<file path="config.mk">
export PLATFORM = sky130hd
export DESIGN_NAME = reqrsp_bank_tracker
export DESIGN_NICKNAME = d
export VERILOG_FILES = /design/src/rtl/reqrsp_xbar_pkg.sv /design/src/rtl/fifo_v3.sv /design/src/rtl/reqrsp_bank_tracker.sv
export SDC_FILE = /design/constraint.sdc
export NUM_CORES = 1
export LEC_CHECK = 0
export ABC_AREA = 1
export ABC_CLOCK_PERIOD_IN_PS = 3900
export CORE_ASPECT_RATIO = 0.5
export CORE_UTILIZATION = 30
export CTS_BUF_LIST = sky130_fd_sc_hd__clkbuf_4
export DETAILED_ROUTE_END_ITERATION = 7
export PLACE_DENSITY = 0.53
export SLEW_MARGIN = 20
export SYNTH_ARGS = -nofsm -noshare
export SYNTH_HDL_FRONTEND = slang
export SYNTH_SLANG_ARGS = --single-unit
</file>
<file path="constraint.sdc">
create_clock -name clk_i -period 3.9 [get_ports clk_i]
set_clock_uncertainty 0.15 [all_clocks]
set_input_delay 1.17 -clock clk_i [delete_from_list [all_inputs] [get_ports clk_i]]
set_output_delay 1.17 -clock clk_i [all_outputs]
set_load 0.02 [all_outputs]
</file>
<file path="src/rtl/reqrsp_xbar_pkg.sv">
// Shared definitions for the crossbar request/response tracking logic.
// Holds the source-index width helper and the tracker error codes.
package reqrsp_xbar_pkg;

  function automatic int unsigned idx_width(input int unsigned n);
    return (n > 1) ? $clog2(n) : 1;
  endfunction

  // Encoding reported through the cluster status register.
  typedef enum logic [1:0] {
    TrkErrNone     = 2'd0,
    TrkErrSpurious = 2'd1,
    TrkErrOverflow = 2'd2
  } tracker_err_e;

endpackage

</file>
<file path="src/rtl/fifo_v3.sv">
// Generic circular FIFO; one-cycle write-to-read latency unless FALL_THROUGH.
// Push is ignored while full, pop is ignored while empty; no other stalling.
module fifo_v3 #(
  parameter bit          FALL_THROUGH = 1'b0,
  parameter int unsigned DATA_WIDTH   = 32,
  parameter int unsigned DEPTH        = 8,
  parameter type         dtype        = logic [DATA_WIDTH-1:0],
  localparam int unsigned AddrDepth   = (DEPTH > 1) ? $clog2(DEPTH) : 1
) (
  input  logic                 clk_i,
  input  logic                 rst_ni,
  input  logic                 flush_i,
  output logic                 full_o,
  output logic                 empty_o,
  output logic [AddrDepth-1:0] usage_o,
  input  dtype                 data_i,
  input  logic                 push_i,
  output dtype                 data_o,
  input  logic                 pop_i
);

  localparam int unsigned FifoDepth = (DEPTH > 0) ? DEPTH : 1;

  logic [AddrDepth-1:0] rd_ptr_q, rd_ptr_d, wr_ptr_q, wr_ptr_d;
  logic [AddrDepth:0]   cnt_q, cnt_d;
  dtype                 mem_q [FifoDepth];
  dtype                 mem_d [FifoDepth];
  logic                 cnt_zero;

  assign cnt_zero = (cnt_q == '0);
  assign full_o   = (cnt_q == (AddrDepth+1)'(FifoDepth));
  assign empty_o  = cnt_zero & ~(FALL_THROUGH & push_i);
  assign usage_o  = cnt_q[AddrDepth-1:0];

  always_comb begin
    rd_ptr_d = rd_ptr_q;
    wr_ptr_d = wr_ptr_q;
    cnt_d    = cnt_q;
    mem_d    = mem_q;
    data_o   = mem_q[rd_ptr_q];

    if (push_i && !full_o) begin
      mem_d[wr_ptr_q] = data_i;
      wr_ptr_d = (wr_ptr_q == AddrDepth'(FifoDepth - 1)) ? '0 : wr_ptr_q + AddrDepth'(1);
      cnt_d    = cnt_q + (AddrDepth+1)'(1);
    end

    if (pop_i && !empty_o) begin
      rd_ptr_d = (rd_ptr_q == AddrDepth'(FifoDepth - 1)) ? '0 : rd_ptr_q + AddrDepth'(1);
      cnt_d    = (push_i && !full_o) ? cnt_q : cnt_q - (AddrDepth+1)'(1);
    end

    // Fall-through bypass: an entry pushed into an empty FIFO is visible at once.
    if (FALL_THROUGH && cnt_zero && push_i) begin
      data_o = data_i;
      if (pop_i) begin
        mem_d    = mem_q;
        rd_ptr_d = rd_ptr_q;
        wr_ptr_d = wr_ptr_q;
        cnt_d    = cnt_q;
      end
    end

    if (flush_i) begin
      rd_ptr_d = '0;
      wr_ptr_d = '0;
      cnt_d    = '0;
    end
  end

  always_ff @(posedge clk_i or negedge rst_ni) begin
    if (!rst_ni) begin
      rd_ptr_q <= '0;
      wr_ptr_q <= '0;
      cnt_q    <= '0;
      for (int i = 0; i < int'(FifoDepth); i++) mem_q[i] <= '0;
    end else begin
      rd_ptr_q <= rd_ptr_d;
      wr_ptr_q <= wr_ptr_d;
      cnt_q    <= cnt_d;
      mem_q    <= mem_d;
    end
  end

endmodule

</file>
<file path="src/rtl/reqrsp_bank_tracker.sv">
// Forwards bank requests and routes in-order bank responses back to the issuing crossbar input.
// Zero latency both ways; non-posted requests stall when MaxOutstanding are in flight.
module reqrsp_bank_tracker
  import reqrsp_xbar_pkg::*;
#(
  parameter int unsigned  NumInp          = 32'd0,
  parameter int unsigned  MaxOutstanding  = 32'd4,
  parameter type          tcdm_req_chan_t = logic,
  parameter type          tcdm_rsp_chan_t = logic,
  localparam int unsigned IdxW            = idx_width(NumInp),
  parameter type          mst_sel_t       = logic [IdxW-1:0],
  localparam int unsigned CntW            = $clog2(MaxOutstanding + 1)
) (
  input  logic           clk_i,
  input  logic           rst_ni,
  input  tcdm_req_chan_t xbar_req_i,
  input  mst_sel_t       xbar_req_idx_i,
  input  logic           xbar_req_no_rsp_i,
  input  logic           xbar_req_valid_i,
  output logic           xbar_req_ready_o,
  output tcdm_req_chan_t bank_req_o,
  output logic           bank_req_valid_o,
  input  logic           bank_req_ready_i,
  input  tcdm_rsp_chan_t bank_rsp_i,
  input  logic           bank_rsp_valid_i,
  output logic           bank_rsp_ready_o,
  output tcdm_rsp_chan_t xbar_rsp_o,
  output mst_sel_t       xbar_rsp_sel_o,
  output logic           xbar_rsp_valid_o,
  input  logic           xbar_rsp_ready_i,
  output logic [CntW-1:0] outstanding_o,
  output logic           err_o
);

  localparam int unsigned AddrW = (MaxOutstanding > 1) ? $clog2(MaxOutstanding) : 1;

  logic             full, empty, block, push, pop;
  logic [AddrW-1:0] usage;
  mst_sel_t         head_idx;
  logic             err_q, err_d;

  // Full blocks only on the fifo's own flag, never on a same-cycle pop, so
  // the response ready path stays out of the request ready path.
  assign block            = full & ~xbar_req_no_rsp_i;
  assign bank_req_o       = xbar_req_i;
  assign bank_req_valid_o = xbar_req_valid_i & ~block;
  assign xbar_req_ready_o = bank_req_ready_i & ~block;
  assign push             = xbar_req_valid_i & xbar_req_ready_o & ~xbar_req_no_rsp_i;

  assign xbar_rsp_o       = bank_rsp_valid_i ? bank_rsp_i : '0;
  assign xbar_rsp_sel_o   = empty ? '0 : head_idx;
  assign xbar_rsp_valid_o = bank_rsp_valid_i & ~empty;
  assign bank_rsp_ready_o = empty ? 1'b1 : xbar_rsp_ready_i;
  assign pop              = bank_rsp_valid_i & xbar_rsp_ready_i & ~empty;

  assign outstanding_o = full ? CntW'(MaxOutstanding) : CntW'(usage);

  always_comb begin
    err_d = err_q;
    if (bank_rsp_valid_i && empty) err_d = 1'b1;
  end

  always_ff @(posedge clk_i or negedge rst_ni) begin
    if (!rst_ni) err_q <= 1'b0;
    else         err_q <= err_d;
  end

  assign err_o = err_q;

  fifo_v3 #(
    .FALL_THROUGH (1'b0),
    .DATA_WIDTH   (IdxW),
    .DEPTH        (MaxOutstanding),
    .dtype        (mst_sel_t)
  ) i_idx_fifo (
    .clk_i   (clk_i),
    .rst_ni  (rst_ni),
    .flush_i (1'b0),
    .full_o  (full),
    .empty_o (empty),
    .usage_o (usage),
    .data_i  (xbar_req_idx_i),
    .push_i  (push),
    .data_o  (head_idx),
    .pop_i   (pop)
  );

endmodule

</file>
==> results.ini <==
[power_and_ir_drop]
switching_share_pct = 43.9
power.net_switching_uw = 291
p_leak_nw = 0.527
power.internal_uw = 372
power_frac_seq_pct = 34.8
combPwrFrac_pct = 53.6
vdd.ir_drop.worst_mv = 0.200
pwr-share-clk_pct = 11.6
p_per_area_mw_per_mm2 = 634

[clocking]
cts_tree = done
postCtsSetupBuffers = 0
numCtsBuffers = 3
ctsResizeCount = 0
cts_sinks = 12
cts_hold_buf = 0
h-tree-depth = 1
worstSkewPairLatency_ns = 0.27
clockRootBuffer = clkbuf_4
clk_path_buf_depth = 2
clkTransAtPathRegs_ns = 0.07

[logic_synthesis]
synthFlopType = dfrtp_1
syn_area_sq_um = 802
synth_fa_ha_area_share_pct = 10.3
synth_top_family_by_area = simple AND/OR/NAND/NOR gates
yosysTopAreaCellShare_pct = 37.4
yosys_warnings = 0
muxShareOfSynthArea_pct = 0
synth_compound_area_share_pct = 9.98
synth_area_leaders = dfrtp_1 (37%), nand2_1 (11%), inv_1 (8.0%)
synthArstFlopShare_pct = 100
synth_edf_count = 0
synthSimpleGateAreaFrac_pct = 30.3
yosys.cell_count.top_type = nand2_1
synth-xor-area-share_pct = 0
synth_cells = 103
ys_seq_area_share_pct = 37.4
syn_nets = 119
yosys-top-cells-count = nand2_1 (23), inv_1 (17), dfrtp_1 (12)
synth.largest_area_cell = dfrtp_1
syn_area_per_cell_sq_um = 7.79
synth.distinct_cells = 20
ys_ff_latch = 12

[global_routing]
overflow = 0
grt_pass1_vias = 562
antenna_found_initial = 0
grt_max_degree = 13
grt_pass1_wl_um = 2240
grt_use_total_pct = 11.0

[drt]
firstDrtPassIters = 4
ant_nets = 0
route.detailed.drc = 0
wl_um = 1350
vias = 659
wl_per_cell_um = 8.55
viasPerCell = 4.17
drt_iter0_markers = 16

[flow_run]
maxCapViolations = 0

[worst_setup_path]
critPathKind = in2out
r2r_slack_ns = 2.21
cp-start-kind = input pin
cp-startpoint = bank_rsp_valid_i
cp.required_ns = 2.58
endpoint_kind = output pin
arrival_ns = 2.44
worst-path-max-fanout = 3
r2r_start = i_idx_fifo.cnt_q[1]
worstRegToRegCells = 8
regToRegEndpoint = i_idx_fifo.cnt_q[2]

[worst_hold_path]
hp-class = reg2reg
hp-start = err_o
min_path_cells = 1
whs_endpoint = err_o

[sta]
setup_viol = 0
relSlewSlack_pct = 64.5
setup_ws_ns = 0.142
post-route-period-util_pct = 96.4
finalSetupTns_ns = 0
rsz0062_at_grt = false
post-route-min-period_ns = 3.76
worst_pin_slew_ns = 0.530
whs_ns = 0.335
fmax_ghz = 0.266
slew_viol_final = 0
finalHoldViolCount = 0

[placement]
gp_congestion = 0.711
preCtsSetupSlack_ns = 0.138
port_buffers = 18
dpl.hpwl_um = 1120

[die]
dieHeight_um = 38.6
dieArea_sq_mm = 0.00290
initial_core_util_pct = 33.8
rows = 12
die_w_um = 75.1
core_sq_mm = 0.00237
ios = 21

[layout]
drive_gt1_share_pct = 13.8
antenna_cells = 0
area_growth_pct = 30.3
fin_util_pct = 44.0
nets = 140

[run_status]
run_status = finished, final reports clean

[cell type report]
type	instances	area, sq um
repair buffers	20	195
clock inverters	1	3.75
clock buffers	3	22.5
inverters	19	73.8
well taps	35	43.8
fillers	267	1330
flip-flops and latches	12	300
multi-input cells	68	405
[cell usage in the layout, fill, tap and decap left out, types with 2 or more instances in the layout]
| master | instances |
|---|---|
| buf_4 | 2 |
| clkbuf_4 | 3 |
| clkdlybuf4s50_1 | 18 |
| dfrtp_1 | 12 |
| ha_1 | 5 |
| inv_1 | 17 |
| nand2_1 | 23 |
| nand2_2 | 4 |
| nand2_4 | 3 |
| nand3_1 | 6 |
| nor2_1 | 8 |
| o21ai_0 | 8 |
| o21ai_1 | 4 |
| o21bai_1 | 2 |
[registers in the layout, summed over array words and instances, names as in the netlist]
name	count
i_idx_fifo.mem_q	4
i_idx_fifo.wr_ptr_q	2
err_o	1
i_idx_fifo.cnt_q	3
i_idx_fifo.rd_ptr_q	2
[cells by family after synthesis]
kind of cell / Yosys count
flops: 12
compound gates: 15
simple gates: 47
fa+ha+maj: 6
buf+inv: 23
[power groups by stage]
| stage | sequential, mW | clock, mW | combinational [mW] |
|---|---|---|---|
| 2_1_floorplan | 0.221 | 0 | 0.261 |
| 3_3_place_gp | 0.234 | 0 | 0.358 |
| 3_5_place_dp | 0.233 | 0 | 0.359 |
| 4_1_cts | 0.231 | 0.0818 | 0.362 |
| 5_1_grt | 0.240 | 0.0875 | 0.407 |
| 6_report | 0.231 | 0.0768 | 0.355 |
[critical path: stages]
cell	delay, ns
clkdlybuf4s50_1	0.51
inv_1	0.07
nor2_1	0.09
clkdlybuf4s50_1	0.60
[how the worst max path moves through the flow]
stage	end
after floorplan	bank_rsp_ready_o
after global placement	xbar_rsp_valid_o
after detailed placement	xbar_rsp_valid_o
after CTS	xbar_rsp_valid_o
after global routing	xbar_rsp_valid_o
final	xbar_rsp_valid_o
[through the flow]
step                      instance area [sq um]  cells  total power [mW]
after detailed placement                   1020    154             0.592
after global routing                       1040    158             0.735
after floorplan                             802    103             0.482
final                                      1040    158             0.663
after global placement                     1020    154             0.592
after CTS                                  1040    158             0.674
[routing by layer]
| layer | part of all wire, % | GRT usage, % |
|---|---|---|
| met3 | 4.1 | 3.16 |
| met5 | 0 | 0 |
| met1 | 52 | 12.8 |
| met2 | 43 | 18.9 |
| met4 | 1.0 | 5.66 |
Power figures use the tool's default switching activity.
